--- config.mk ---
export PLATFORM = sky130hd
export DESIGN_NAME = tmboc_acq_corr
export DESIGN_NICKNAME = d
export VERILOG_FILES = /design/src/rtl/tmboc_acq_corr.sv
export SDC_FILE = /design/constraint.sdc
export NUM_CORES = 1
export LEC_CHECK = 0
export BUFFER_PORTS_ARGS = -buffer_cell sky130_fd_sc_hd__buf_2
export CORE_AREA = 8 8 155 157
export DETAILED_ROUTE_END_ITERATION = 6
export DIE_AREA = 0 0 163 165
export PLACE_DENSITY_LB_ADDON = 0.25
export SETUP_SLACK_MARGIN = 0.5
export SYNTH_ARGS = -nofsm -noshare
export SYNTH_HDL_FRONTEND = slang
export SYNTH_SLANG_ARGS = --single-unit
--- constraint.sdc ---
create_clock -name rx_clk -period 7.15 [get_ports rx_clk]
set_clock_uncertainty 0.2 [all_clocks]
set_input_delay 0.715 -clock rx_clk [delete_from_list [all_inputs] [get_ports rx_clk]]
set_output_delay 0.715 -clock rx_clk [all_outputs]
set_load 0.05 [all_outputs]
--- src/rtl/tmboc_acq_corr.sv ---
// Coherent I/Q correlator against the local TMBOC replica.
// Accumulates over ncoh code periods and dumps saturated sums plus a magnitude estimate.
//
// state    | meaning
// IDLE     | disarmed, waiting for rx_start
// WAIT_SOP | armed, waiting for the first sample of a code period
// ACC      | accumulating products until the last period's eop
// DUMP     | one cycle: register sums, magnitude and ovf to the outputs
module tmboc_acq_corr #(
    parameter int IN_WIDTH   = 4,
    parameter int ACC_WIDTH  = 24,
    parameter int NCOH_WIDTH = 4
) (
    input  logic                  rx_clk,
    input  logic                  rx_rst_n,
    input  logic                  rx_start,
    input  logic [IN_WIDTH-1:0]   rx_i,
    input  logic [IN_WIDTH-1:0]   rx_q,
    input  logic                  rx_loc_tmboc,
    input  logic                  rx_prn_sop,
    input  logic                  rx_prn_eop,
    input  logic [NCOH_WIDTH-1:0] rx_ncoh,
    output logic [ACC_WIDTH-1:0]  tx_corr_i,
    output logic [ACC_WIDTH-1:0]  tx_corr_q,
    output logic [ACC_WIDTH-1:0]  tx_corr_mag,
    output logic                  tx_corr_valid,
    output logic                  tx_corr_ovf,
    output logic                  tx_busy
);

    typedef enum logic [1:0] {S_IDLE, S_WAIT_SOP, S_ACC, S_DUMP} state_t;

    localparam logic signed [ACC_WIDTH:0] SAT_POS = {2'b00, {(ACC_WIDTH-1){1'b1}}};
    localparam logic signed [ACC_WIDTH:0] SAT_NEG = -SAT_POS;

    state_t                 state, state_nxt;
    logic [ACC_WIDTH-1:0]   acc_i, acc_q;
    logic                   acc_ovf;
    logic [NCOH_WIDTH-1:0]  period_cnt, ncoh_eff, ncoh_in;
    logic                   acc_load, acc_add, cnt_inc, dump, last_period;
    logic [ACC_WIDTH-1:0]   ext_i, ext_q, prod_i, prod_q;
    logic [ACC_WIDTH:0]     sum_i, sum_q;
    logic [ACC_WIDTH-1:0]   abs_i, abs_q, mag_big, mag_small, mag;

    // Result MSB flags a clip; the sum is clamped symmetrically so |x| fits in ACC_WIDTH-1 bits.
    function automatic logic [ACC_WIDTH:0] sat_add(input logic [ACC_WIDTH-1:0] a,
                                                   input logic [ACC_WIDTH-1:0] b);
        logic signed [ACC_WIDTH:0] s;
        s = $signed({a[ACC_WIDTH-1], a}) + $signed({b[ACC_WIDTH-1], b});
        if (s > SAT_POS)
            return {1'b1, SAT_POS[ACC_WIDTH-1:0]};
        else if (s < SAT_NEG)
            return {1'b1, SAT_NEG[ACC_WIDTH-1:0]};
        else
            return {1'b0, s[ACC_WIDTH-1:0]};
    endfunction

    assign ext_i  = {{(ACC_WIDTH-IN_WIDTH){rx_i[IN_WIDTH-1]}}, rx_i};
    assign ext_q  = {{(ACC_WIDTH-IN_WIDTH){rx_q[IN_WIDTH-1]}}, rx_q};
    assign prod_i = rx_loc_tmboc ? -ext_i : ext_i;
    assign prod_q = rx_loc_tmboc ? -ext_q : ext_q;
    assign sum_i  = sat_add(acc_i, prod_i);
    assign sum_q  = sat_add(acc_q, prod_q);

    assign ncoh_in     = (rx_ncoh == '0) ? NCOH_WIDTH'(1) : rx_ncoh;
    assign last_period = (period_cnt + NCOH_WIDTH'(1)) == ncoh_eff;

    assign abs_i     = acc_i[ACC_WIDTH-1] ? -acc_i : acc_i;
    assign abs_q     = acc_q[ACC_WIDTH-1] ? -acc_q : acc_q;
    assign mag_big   = (abs_i >= abs_q) ? abs_i : abs_q;
    assign mag_small = (abs_i >= abs_q) ? abs_q : abs_i;
    assign mag       = mag_big + (mag_small >> 1);

    assign tx_busy = (state != S_IDLE);

    always_ff @(posedge rx_clk or negedge rx_rst_n) begin
        if (!rx_rst_n)
            state <= S_IDLE;
        else
            state <= state_nxt;
    end

    always_comb begin
        state_nxt = state;
        acc_load  = 1'b0;
        acc_add   = 1'b0;
        cnt_inc   = 1'b0;
        dump      = 1'b0;
        case (state)
            S_IDLE: begin
                if (rx_start)
                    state_nxt = S_WAIT_SOP;
            end
            S_WAIT_SOP: begin
                if (rx_prn_sop) begin
                    acc_load  = 1'b1;
                    state_nxt = (rx_prn_eop && ncoh_in == NCOH_WIDTH'(1)) ? S_DUMP : S_ACC;
                end
            end
            S_ACC: begin
                acc_add = 1'b1;
                if (rx_prn_eop) begin
                    if (last_period)
                        state_nxt = S_DUMP;
                    else
                        cnt_inc = 1'b1;
                end
            end
            S_DUMP: begin
                dump      = 1'b1;
                state_nxt = rx_start ? S_WAIT_SOP : S_IDLE;
            end
            default: state_nxt = S_IDLE;
        endcase
    end

    always_ff @(posedge rx_clk or negedge rx_rst_n) begin
        if (!rx_rst_n) begin
            acc_i      <= '0;
            acc_q      <= '0;
            acc_ovf    <= 1'b0;
            period_cnt <= '0;
            ncoh_eff   <= NCOH_WIDTH'(1);
        end else if (acc_load) begin
            acc_i      <= prod_i;
            acc_q      <= prod_q;
            acc_ovf    <= 1'b0;
            ncoh_eff   <= ncoh_in;
            // A sop coinciding with eop has already completed one period.
            period_cnt <= rx_prn_eop ? NCOH_WIDTH'(1) : '0;
        end else if (acc_add) begin
            acc_i   <= sum_i[ACC_WIDTH-1:0];
            acc_q   <= sum_q[ACC_WIDTH-1:0];
            acc_ovf <= acc_ovf | sum_i[ACC_WIDTH] | sum_q[ACC_WIDTH];
            if (cnt_inc)
                period_cnt <= period_cnt + NCOH_WIDTH'(1);
        end
    end

    always_ff @(posedge rx_clk or negedge rx_rst_n) begin
        if (!rx_rst_n) begin
            tx_corr_i     <= '0;
            tx_corr_q     <= '0;
            tx_corr_mag   <= '0;
            tx_corr_ovf   <= 1'b0;
            tx_corr_valid <= 1'b0;
        end else begin
            tx_corr_valid <= dump;
            if (dump) begin
                tx_corr_i   <= acc_i;
                tx_corr_q   <= acc_q;
                tx_corr_mag <= mag;
                tx_corr_ovf <= acc_ovf;
            end
        end
    end

endmodule
==> results of run 1 <==
==> flip-flops by register name, summed over array words and instances (netlist names) <==
name,flops
ncoh_eff,4
tx_corr_q,24
acc_i,24
acc_q,24
period_cnt,4
state,2
tx_corr_i,24
tx_corr_valid,1
acc_ovf,1
tx_corr_ovf,1
tx_corr_mag,24
==> final timing paths <==
kind / start / to / slack, ns / depth (start not counted)
max: acc_i[6]$_DFFE_PN0P_ / tx_corr_mag[20]$_DFFE_PN0P_ / 0.57 / 27
min: rx_rst_n / tx_corr_mag[21]$_DFFE_PN0P_ / 0.04 / 1
max reg2reg: acc_i[6]$_DFFE_PN0P_ / tx_corr_mag[20]$_DFFE_PN0P_ / 0.57 / 27
min reg2reg: ncoh_eff[0]$_DFFE_PN1P_ / ncoh_eff[0]$_DFFE_PN1P_ / 0.26 / 2
max in group asynchronous: rx_rst_n / acc_q[1]$_DFFE_PN0P_ / 5.26 / 2
min in group rx_clk: ncoh_eff[0]$_DFFE_PN1P_ / ncoh_eff[0]$_DFFE_PN1P_ / 0.26 / 2
==> cell type report <==
type                       instances  area share [%]
sequential                       133            24.0
clock inverter                    12           0.866
inverter                          60            1.62
clock buffer                      20            3.37
multi-input combinational       1092            61.0
tap                              280            2.53
timing repair buffer             142            6.54
==> worst reg2reg max path: stages, from the launching register on <==
cell and delay (ns):
sky130_fd_sc_hd__dfrtp_1 0.38, sky130_fd_sc_hd__or4_4 0.56, sky130_fd_sc_hd__nor3_4 0.20, sky130_fd_sc_hd__nand3_2 0.12
sky130_fd_sc_hd__or4_4 0.59, sky130_fd_sc_hd__o21ai_0 0.25, sky130_fd_sc_hd__xor2_1 0.27, sky130_fd_sc_hd__inv_1 0.08
sky130_fd_sc_hd__ha_1 0.19, sky130_fd_sc_hd__a21oi_1 0.22, sky130_fd_sc_hd__nor2b_4 0.06, sky130_fd_sc_hd__o21ai_2 0.14
sky130_fd_sc_hd__o211ai_1 0.12, sky130_fd_sc_hd__a31oi_2 0.22, sky130_fd_sc_hd__o21ai_4 0.14, sky130_fd_sc_hd__buf_6 0.16
sky130_fd_sc_hd__mux2i_1 0.12, sky130_fd_sc_hd__ha_2 0.22, sky130_fd_sc_hd__fa_2 0.37, sky130_fd_sc_hd__a21o_1 0.20
sky130_fd_sc_hd__a21o_1 0.20, sky130_fd_sc_hd__a21oi_4 0.19, sky130_fd_sc_hd__o31ai_4 0.10, sky130_fd_sc_hd__a311oi_2 0.34
sky130_fd_sc_hd__nor3_2 0.09, sky130_fd_sc_hd__a2111oi_4 0.35, sky130_fd_sc_hd__xnor2_1 0.12, sky130_fd_sc_hd__mux2_4 0.26
==> kinds of logic after synthesis <==
kind of cell / synth area share [%]
multiplexers: 11.2
AND/OR/NAND/NOR: 15.5
AO/OA/AOI/OAI: 21.3
adder cells (fa/ha/maj): 12.4
XOR/XNOR: 7.71
buffers and inverters: 3.67
flip-flops: 28.2
==> metal layers <==
| layer | vias to the layer above | part of all wire [%] |
|---|---|---|
| met3 | 80 | 8.2 |
| met1 | 5249 | 42 |
| li1 | 5174 | - |
| met5 | - | 0 |
| met4 | 0 | 2.8 |
| met2 | 463 | 47 |
==> repair_timing <==
action	CTS	global route
pin swaps	5	43
hold buffers	0	0
buffers inserted	10	21
gates resized for setup	12	76
hold endpoints to repair	0	0
setup endpoints to repair	8	9
cloned	0	1
==> cells in the final DEF (no fill, tap or decap), drive strengths merged, types with 21 or more instances in the layout <==
cell type  count
inv           63
xor2          65
a21oi        105
o31ai         24
ha           111
nor2          74
nand3         24
nor3          29
mux2          70
buf          141
nand2        113
or3           22
xnor2         39
mux2i         52
o21ai         87
a21o          42
clkbuf        21
dfrtp        132
==> stage by stage <==
| stage | hold WS [ns] | area (µm²) | setup slack (ns) | cells | utilization (%) |
|---|---|---|---|---|---|
| finish | 0.0423 | 13900 | 0.566 | 1739 | 64.5 |
| global route | 0.0759 | 13900 | 0.274 | 1739 | 64.5 |
| CTS | 0.0572 | 13300 | 0.515 | 1717 | 61.9 |
| detailed placement | 0.253 | 12600 | 0.0280 | 1675 | 58.6 |
| global placement | 0.252 | 12600 | 0.199 | 1675 | 58.6 |
| floorplan | 0.219 | 11800 | 0.510 | 1339 | - |
==> metrics.txt, run 1 <==
total of warnings raised by yosys=0; Horiz. Die Dim=163 µm; crit path max fanout=5; GRT busiest layer=met2; first drt pass iteration count=5; number of standard cells after synthesis=1,339; Slew Limit Headroom=27.4%; maximum number of pins on one net before global-route repair=79; CTS H-tree lvls=4; Commonest cells post-synth=sky130_fd_sc_hd__dfrtp_1, sky130_fd_sc_hd__nand2_1, sky130_fd_sc_hd__ha_1, sky130_fd_sc_hd__a21oi_1, sky130_fd_sc_hd__o21ai_0; Arrival @ worst endpoint=6.70 ns; count of final max-slew check failures=0; shortest period the worst path allows=6.58 ns; most frequently used flop master after synthesis=sky130_fd_sc_hd__dfrtp_1; Area contributors post-synth=sky130_fd_sc_hd__dfrtp_1, sky130_fd_sc_hd__ha_1, sky130_fd_sc_hd__mux2_2, sky130_fd_sc_hd__xor2_1, sky130_fd_sc_hd__a21oi_1; clk_lat worst skew=0.44 ns; met1 GRT Util=33.3%; final wirelength=35,800 µm; overflow left after global routing=0; worst stage delay on the critical path=0.59 ns; worst hold path type=input port to asynchronous set/reset pin; DR WL/cell=20.6 µm; number of buffer cells added on primary ports=92; post-layout net count=1,578; Synth cell types=82; die outline height=165 µm; total setup violations reported at the end of the flow=0; met2 Resource Use GR=42.4%; number of sinks on the clock net=133; number of antenna diodes=0; cell family with most CP delay=compound AO/OA/AOI/OAI gates; fraction of layout cells with a size suffix above 1=22.0%; via count of the first global-routing pass=10,500; maximum buffer depth of the clock tree=2; TritonCTS clock tree=done; root buf cell=sky130_fd_sc_hd__clkbuf_16; number of enable-type register cells in the synthesized netlist=0; total nets after synthesis=1,471; initial antenna violation count=0; synthesized flop and latch total=133; layout overhead on the synthesized area=17.3%; Final Hold Fails=0; sequential element share of the synthesized area=28.2%; Tcrit/Tclk final=92.1%; post-route antenna net violation count=0; final sum of negative setup slack=0 ns; average cell area after synthesis=8.82 µm²; Core Region=21,500 µm²; initial standard-cell utilization of the core=55.0%; Filler Cells Inserted=1,759; global-route wire length before repair=55,600 µm; clock slew at reported path FFs=0.06 ns; remaining design rule violation count=0; # rows=54; kind of end point of the critical path=register; number of placed I/O pins=93; DP Wirelength=26,600 µm; combined global-route utilization of all metal layers=25.9%; outcome=finished clean; area fraction of the dominant cell type after synthesis=28.0%; number of maximum-capacitance violations=0; vias after detailed routing=11,000; multi-input combinational cell area=8460 µm²; total standard cell area after synthesis=11,800 µm²; sequential cell area=3330 µm²; slowest library cell on the worst path=sky130_fd_sc_hd__or4_4; dominant cell by count in the synthesized netlist=sky130_fd_sc_hd__dfrtp_1; Buf+Inv Stages, Crit Path=2; category of the worst setup path launch point=register; achievable frequency=0.152 GHz; Num CTS Buffers=17; met3 global-route usage=6.03%; type of the worst setup path=register to register; Die ar.=26,900 µm²; proportion of synthesized flip-flops having asynchronous set or reset=100%; routed vias/inst=6.31; RSZ-0062 raised after global routing=true; transition time at the pin with the least slew margin=1.09 ns; cell taking the most area after synthesis=sky130_fd_sc_hd__dfrtp_1; data required time at the worst endpoint=7.26 ns; routability-driven placement congestion ratio=0.966; initial DRC count=1,032
Power of run 1 is not shown: default switching activity piles up to over one toggle a cycle in this logic, so the estimate is an artifact.
==> inputs of run 2 (changes only) <==
--- a/config.mk
+++ b/config.mk
@@ -6,9 +6,9 @@
 export NUM_CORES = 1
 export LEC_CHECK = 0
 export BUFFER_PORTS_ARGS = -buffer_cell sky130_fd_sc_hd__buf_2
-export CORE_AREA = 8 8 155 157
+export CORE_AREA = 8 8 166 168
 export DETAILED_ROUTE_END_ITERATION = 6
-export DIE_AREA = 0 0 163 165
+export DIE_AREA = 0 0 174 176
 export PLACE_DENSITY_LB_ADDON = 0.25
 export SETUP_SLACK_MARGIN = 0.5
 export SYNTH_ARGS = -nofsm -noshare
==> run 2 against run 1 <==
Net effect: register-to-register slack better by 0.05 ns; final cell count up 2.4%; wire length down 1.8%; critical path depth unchanged.
==> metrics.txt, run 2 (synthesis results as in run 1) <==
outcome=finished clean; number of sinks on the clock net=133; number of buffer cells added on primary ports=92; count of final max-slew check failures=0; first drt pass iteration count=5; post-route antenna net violation count=0; initial antenna violation count=0; Tcrit/Tclk final=91.3%; initial DRC count=953; category of the worst setup path launch point=register; achievable frequency=0.153 GHz; cts hold-fix bufs=0; Final Hold Fails=0; number of maximum-capacitance violations=0; maximum number of pins on one net before global-route repair=87; combined global-route utilization of all metal layers=22.4%; die outline height=176 µm; final sum of negative setup slack=0 ns; capturing instance or port of the critical path=tx_corr_mag[21]$_DFFE_PN0P_; initial standard-cell utilization of the core=47.6%; DR WL/cell=19.7 µm; kind of end point of the critical path=register; DP Wirelength=26,600 µm; commonest non-fill, non-tap cells in the layout=sky130_fd_sc_hd__dfrtp_1, sky130_fd_sc_hd__nand2_1, sky130_fd_sc_hd__ha_1; final wirelength=35,100 µm; remaining design rule violation count=0; post-layout net count=1,569; transition time at the pin with the least slew margin=0.950 ns; shortest period the worst path allows=6.53 ns; Horiz. Die Dim=174 µm; post-route cell area=13,700 µm²; RSZ-0062 raised after global routing=true; launching point of the worst reg2reg path=acc_q[2]$_DFFE_PN0P_; number of antenna diodes=0; vias after detailed routing=10,700; type of the worst setup path=register to register; path depth of the worst reg2reg path=27; Die ar.=30,600 µm²; standard cell area after detailed placement=12,700 µm²; number of placed I/O pins=93; layout overhead on the synthesized area=16.2%; routability-driven placement congestion ratio=0.920; crit path max fanout=14; # rows=58; via count of the first global-routing pass=10,300; routed vias/inst=6.04; TritonCTS clock tree=done; Final Instance Count excl. Fillers=1,780; critical path launch point=acc_q[2]$_DFFE_PN0P_; Num CTS Buffers=17; clk_lat worst skew=0.43 ns; clock slew at reported path FFs=0.07 ns; global-route wire length before repair=56,000 µm; most frequent standard cell in the layout excluding fill and tap cells=sky130_fd_sc_hd__dfrtp_1; total setup violations reported at the end of the flow=0; root buf cell=sky130_fd_sc_hd__clkbuf_16; CTS H-tree lvls=4; R2R Path End=tx_corr_mag[21]$_DFFE_PN0P_; maximum buffer depth of the clock tree=2; Core Region=24,800 µm²; fraction of layout cells with a size suffix above 1=19.9%; FF-to-FF setup slack=0.62 ns; worst hold path type=input port to asynchronous set/reset pin; Arrival @ worst endpoint=6.65 ns; cell count after placement=1,729; data required time at the worst endpoint=7.27 ns; overflow left after global routing=0; Slew Limit Headroom=36.3%
[run 2: cell types whose count changed in the layout (fill, tap and decap cells not counted), moves of 4 or more]
cell                        delta
sky130_fd_sc_hd__o21ai_0       +5
sky130_fd_sc_hd__mux2i_2       -5
sky130_fd_sc_hd__mux2i_1       +7
sky130_fd_sc_hd__o21ai_1       -4
sky130_fd_sc_hd__bufinv_16     +4
sky130_fd_sc_hd__buf_4         -5
sky130_fd_sc_hd__ha_1          +7
sky130_fd_sc_hd__ha_4          -4
[run 2: worst max-delay path, cell delays in order (launching register included)]
cell,delay (ns)
sky130_fd_sc_hd__dfrtp_1,0.47
sky130_fd_sc_hd__nor2_1,0.18
sky130_fd_sc_hd__nand4b_1,0.14
sky130_fd_sc_hd__or3_1,0.39
sky130_fd_sc_hd__o31ai_1,0.26
sky130_fd_sc_hd__xor2_1,0.38
sky130_fd_sc_hd__ha_1,0.33
sky130_fd_sc_hd__a21o_1,0.19
sky130_fd_sc_hd__a21o_1,0.18
sky130_fd_sc_hd__a21oi_1,0.28
sky130_fd_sc_hd__o211a_1,0.19
sky130_fd_sc_hd__o211ai_1,0.09
sky130_fd_sc_hd__a31oi_2,0.21
sky130_fd_sc_hd__o21ai_4,0.15
sky130_fd_sc_hd__buf_12,0.19
sky130_fd_sc_hd__buf_4,0.14
sky130_fd_sc_hd__mux2i_1,0.12
sky130_fd_sc_hd__ha_1,0.44
sky130_fd_sc_hd__a21o_1,0.21
sky130_fd_sc_hd__a21o_1,0.18
sky130_fd_sc_hd__a21oi_1,0.14
sky130_fd_sc_hd__o21ai_0,0.14
sky130_fd_sc_hd__a21o_1,0.20
sky130_fd_sc_hd__a41o_1,0.23
sky130_fd_sc_hd__a41oi_2,0.24
sky130_fd_sc_hd__nor2b_2,0.19
sky130_fd_sc_hd__xnor2_1,0.06
sky130_fd_sc_hd__mux2_2,0.25
[run 2: worst min-delay path by stage]
stage | start | to | slack, ns | depth (start not counted)
global route | rx_rst_n | tx_corr_q[14]$_DFFE_PN0P_ | 0.21 | 1
global placement | ncoh_eff[0]$_DFFE_PN1P_ | ncoh_eff[0]$_DFFE_PN1P_ | 0.25 | 2
CTS | rx_rst_n | tx_corr_q[14]$_DFFE_PN0P_ | 0.17 | 1
detailed placement | ncoh_eff[0]$_DFFE_PN1P_ | ncoh_eff[0]$_DFFE_PN1P_ | 0.26 | 2
floorplan | rx_rst_n | acc_i[0]$_DFFE_PN0P_ | 0.22 | 0
finish | rx_rst_n | tx_corr_q[14]$_DFFE_PN0P_ | 0.13 | 1
[run 2: layout make-up]
class / instances / area [µm²]
fill: 2308 / 11100
multi-input combinational: 1092 / 8300
sequential: 133 / 3330
timing repair buffer: 133 / 798
clock buffer: 18 / 439
tap: 330 / 413
inverter: 60 / 225
clock inverter: 14 / 221
[run 2: per-layer routing]
| metal | global-route usage, % | wire length, µm | vias to the layer above |
|---|---|---|---|
| met5 | 0 | 11 | - |
| met4 | 5.95 | 558 | 2 |
| met3 | 4.34 | 2390 | 50 |
| met2 | 36.0 | 16200 | 342 |
| met1 | 30.4 | 15900 | 5185 |
| li1 | - | - | 5166 |
[run 2: what timing repair did]
action / in CTS / in global routing
setup endpoints to repair: 6 / 10
pin swaps: 6 / 14
setup buffers: 3 / 16
resized for setup: 10 / 37
[run 2: metrics by stage]
stage,utilization [%],hold WS (ns),setup slack (ns)
finish,55.3,0.125,0.619
global placement,51.1,0.254,0.341
floorplan,-,0.219,0.510
global route,55.3,0.206,0.300
CTS,54.0,0.172,0.505
detailed placement,51.1,0.257,0.169
Power of run 2 is left out for the same reason.
==> inputs of run 3 (changes only) <==
--- a/config.mk
+++ b/config.mk
@@ -5,10 +5,11 @@
 export SDC_FILE = /design/constraint.sdc
 export NUM_CORES = 1
 export LEC_CHECK = 0
+export ABC_AREA = 1
 export BUFFER_PORTS_ARGS = -buffer_cell sky130_fd_sc_hd__buf_2
-export CORE_AREA = 8 8 166 168
+export CORE_AREA = 8 8 173 175
 export DETAILED_ROUTE_END_ITERATION = 6
-export DIE_AREA = 0 0 174 176
+export DIE_AREA = 0 0 181 183
 export PLACE_DENSITY_LB_ADDON = 0.25
 export SETUP_SLACK_MARGIN = 0.5
 export SYNTH_ARGS = -nofsm -noshare
==> run 3 against run 2 <==
Net effect: wire length increased by 8.2%; die area up 8.2%; final cell count is 39% higher; first-iteration DRC count rose by 12%; maximum frequency rose by 4.1%; clock-buffer cell count down 1; worst setup slack improved by 0.26 ns; critical path type unchanged; critical endpoint is now tx_corr_mag[18]$_DFFE_PN0P_; largest cell class unchanged.
==> metrics.txt, run 3 <==
outcome=finished clean; via count of the first global-routing pass=12,000; CTS H-tree lvls=4; Final Hold Fails=0; shortest period the worst path allows=6.27 ns; combined global-route utilization of all metal layers=22.8%; sequential element share of the synthesized area=26.0%; area fraction of the dominant cell type after synthesis=25.8%; Core Region=27,300 µm²; Num CTS Buffers=17; routed vias/inst=5.24; initial DRC count=1,069; worst stage delay on the critical path=0.41 ns; average cell area after synthesis=6.28 µm²; category of the worst setup path launch point=register; kind of end point of the critical path=register; maximum buffer depth of the clock tree=2; number of standard cells after synthesis=2,038; initial standard-cell utilization of the core=46.8%; number of sinks on the clock net=133; total nets after synthesis=2,170; post-layout net count=2,243; sequential cell area=3330 µm²; number of antenna diodes=0; number of maximum-capacitance violations=0; remaining design rule violation count=0; maximum number of pins on one net before global-route repair=75; worst hold path type=input port to asynchronous set/reset pin; Area contributors post-synth=sky130_fd_sc_hd__dfrtp_1, sky130_fd_sc_hd__nand2_1, sky130_fd_sc_hd__ha_1, sky130_fd_sc_hd__inv_1, sky130_fd_sc_hd__o21ai_0; layout overhead on the synthesized area=10.6%; initial antenna violation count=0; DR WL/cell=15.4 µm; post-route antenna net violation count=0; clock slew at reported path FFs=0.07 ns; type of the worst setup path=register to register; cell taking the most area after synthesis=sky130_fd_sc_hd__dfrtp_1; root buf cell=sky130_fd_sc_hd__clkbuf_16; die outline height=183 µm; critical path launch point=acc_i[1]$_DFFE_PN0P_; count of final max-slew check failures=0; first drt pass iteration count=6; total of warnings raised by yosys=0; Commonest cells post-synth=sky130_fd_sc_hd__nand2_1, sky130_fd_sc_hd__inv_1, sky130_fd_sc_hd__dfrtp_1, sky130_fd_sc_hd__nor2_1, sky130_fd_sc_hd__o21ai_0; standard cell area after detailed placement=13,500 µm²; synthesized flop and latch total=133; vias after detailed routing=12,900; most frequently used flop master after synthesis=sky130_fd_sc_hd__dfrtp_1; final wirelength=38,000 µm; overflow left after global routing=0; post-route cell area=14,200 µm²; slowest library cell on the worst path=sky130_fd_sc_hd__fa_1; Final Instance Count excl. Fillers=2,470; CP dominant cell by count=sky130_fd_sc_hd__nand2_1; Synth cell types=52; # rows=61; Slew Limit Headroom=36.4%; number of buffer cells added on primary ports=92; proportion of synthesized flip-flops having asynchronous set or reset=100%; total standard cell area after synthesis=12,800 µm²; Filler Cells Inserted=2,812; achievable frequency=0.159 GHz; commonest non-fill, non-tap cells in the layout=sky130_fd_sc_hd__nand2_1, sky130_fd_sc_hd__inv_1, sky130_fd_sc_hd__dfrtp_1; clk_lat worst skew=0.44 ns; core utilization of the finished layout=51.8%; final sum of negative setup slack=0 ns; TritonCTS clock tree=done; Horiz. Die Dim=181 µm; global-route wire length before repair=61,800 µm; fraction of layout cells with a size suffix above 1=9.32%; total setup violations reported at the end of the flow=0; number of enable-type register cells in the synthesized netlist=0; data required time at the worst endpoint=7.27 ns; launching point of the worst reg2reg path=acc_i[1]$_DFFE_PN0P_; crit path max fanout=7; Die ar.=33,100 µm²; cell count after placement=2,435; transition time at the pin with the least slew margin=0.955 ns; Tcrit/Tclk final=87.7%; number of placed I/O pins=93; most frequent standard cell in the layout excluding fill and tap cells=sky130_fd_sc_hd__nand2_1; DP Wirelength=30,500 µm; multi-input combinational cell area=8250 µm²; dominant cell by count in the synthesized netlist=sky130_fd_sc_hd__nand2_1; RSZ-0062 raised after global routing=true; Arrival @ worst endpoint=6.39 ns; routability-driven placement congestion ratio=0.979
run 3: cell count changes after synthesis, moves of 16 or more:
cell	delta
sky130_fd_sc_hd__or3_1	-22
sky130_fd_sc_hd__o21ai_0	+47
sky130_fd_sc_hd__mux2_2	-70
sky130_fd_sc_hd__nand3_1	+61
sky130_fd_sc_hd__xnor2_1	-20
sky130_fd_sc_hd__inv_1	+197
sky130_fd_sc_hd__a21o_1	-41
sky130_fd_sc_hd__xor2_1	-16
sky130_fd_sc_hd__mux2i_1	-51
sky130_fd_sc_hd__nand2_1	+698
sky130_fd_sc_hd__nor2_1	+54
sky130_fd_sc_hd__nand4_1	+20
sky130_fd_sc_hd__o31ai_1	-20
run 3: per-stage QoR:
step	hold slack, ns	setup WS [ns]
6_report	0.0340	0.878
5_1_grt	0.0698	0.383
4_1_cts	0.0602	0.666
3_5_place_dp	0.255	0.702
3_3_place_gp	0.250	0.898
2_1_floorplan	0.219	1.63
run 3: area by class of cell:
type | count | share of cell area [%]
clock buffer | 17 | 3.00
clock inverter | 15 | 1.06
inverter | 270 | 7.19
multi-input combinational | 1587 | 58.3
sequential | 133 | 23.5
tap | 346 | 3.06
timing repair buffer | 101 | 3.86
timing repair inverter | 1 | 0.0530
run 3: logic make-up after synthesis:
kind of cell | synth area share (%)
flip-flops | 26.0
adder cells (fa/ha/maj) | 11.3
AND/OR/NAND/NOR | 36.5
buffers and inverters | 9.83
AO/OA/AOI/OAI | 11.3
XOR/XNOR | 5.00
run 3: per-layer routing:
metal / global-route usage, % / wire [µm] / share of wire (%)
met1: 32.5 / 18300 / 48
met2: 35.7 / 16400 / 43
met3: 3.76 / 2580 / 6.8
met4: 5.54 / 728 / 1.9
met5: 0 / 0 / 0
run 3: final timing paths:
check	end	slack [ns]	cells past startpoint
worst max-delay path	tx_corr_mag[18]$_DFFE_PN0P_	0.88	32
worst min-delay path	tx_corr_i[16]$_DFFE_PN0P_	0.03	1
worst max register to register	tx_corr_mag[18]$_DFFE_PN0P_	0.88	32
worst min register to register	tx_corr_q[16]$_DFFE_PN0P_	0.27	2
max in group asynchronous	acc_q[16]$_DFFE_PN0P_	5.33	2
min in group rx_clk	tx_corr_q[16]$_DFFE_PN0P_	0.27	2
run 3: worst max-delay path: cells and delay by family, from the launching register on:
kind	cells	cell delay, ns
xor gates and xnor gates	1	0.28
DFF	1	0.40
and+or+nand+nor	19	2.66
AOI/OAI and AO/OA	6	1.09
buffers and inverters	2	0.43
adders and majority gates	4	1.08
run 3: timing repair:
| action | 4_1_cts | 5_1_grt |
|---|---|---|
| endpoints found under the setup margin | 0 | 14 |
| setup buffers | 0 | 2 |
| hold buffers | 0 | 0 |
| resized for setup | 0 | 11 |
Power of run 3 is left out for the same reason.
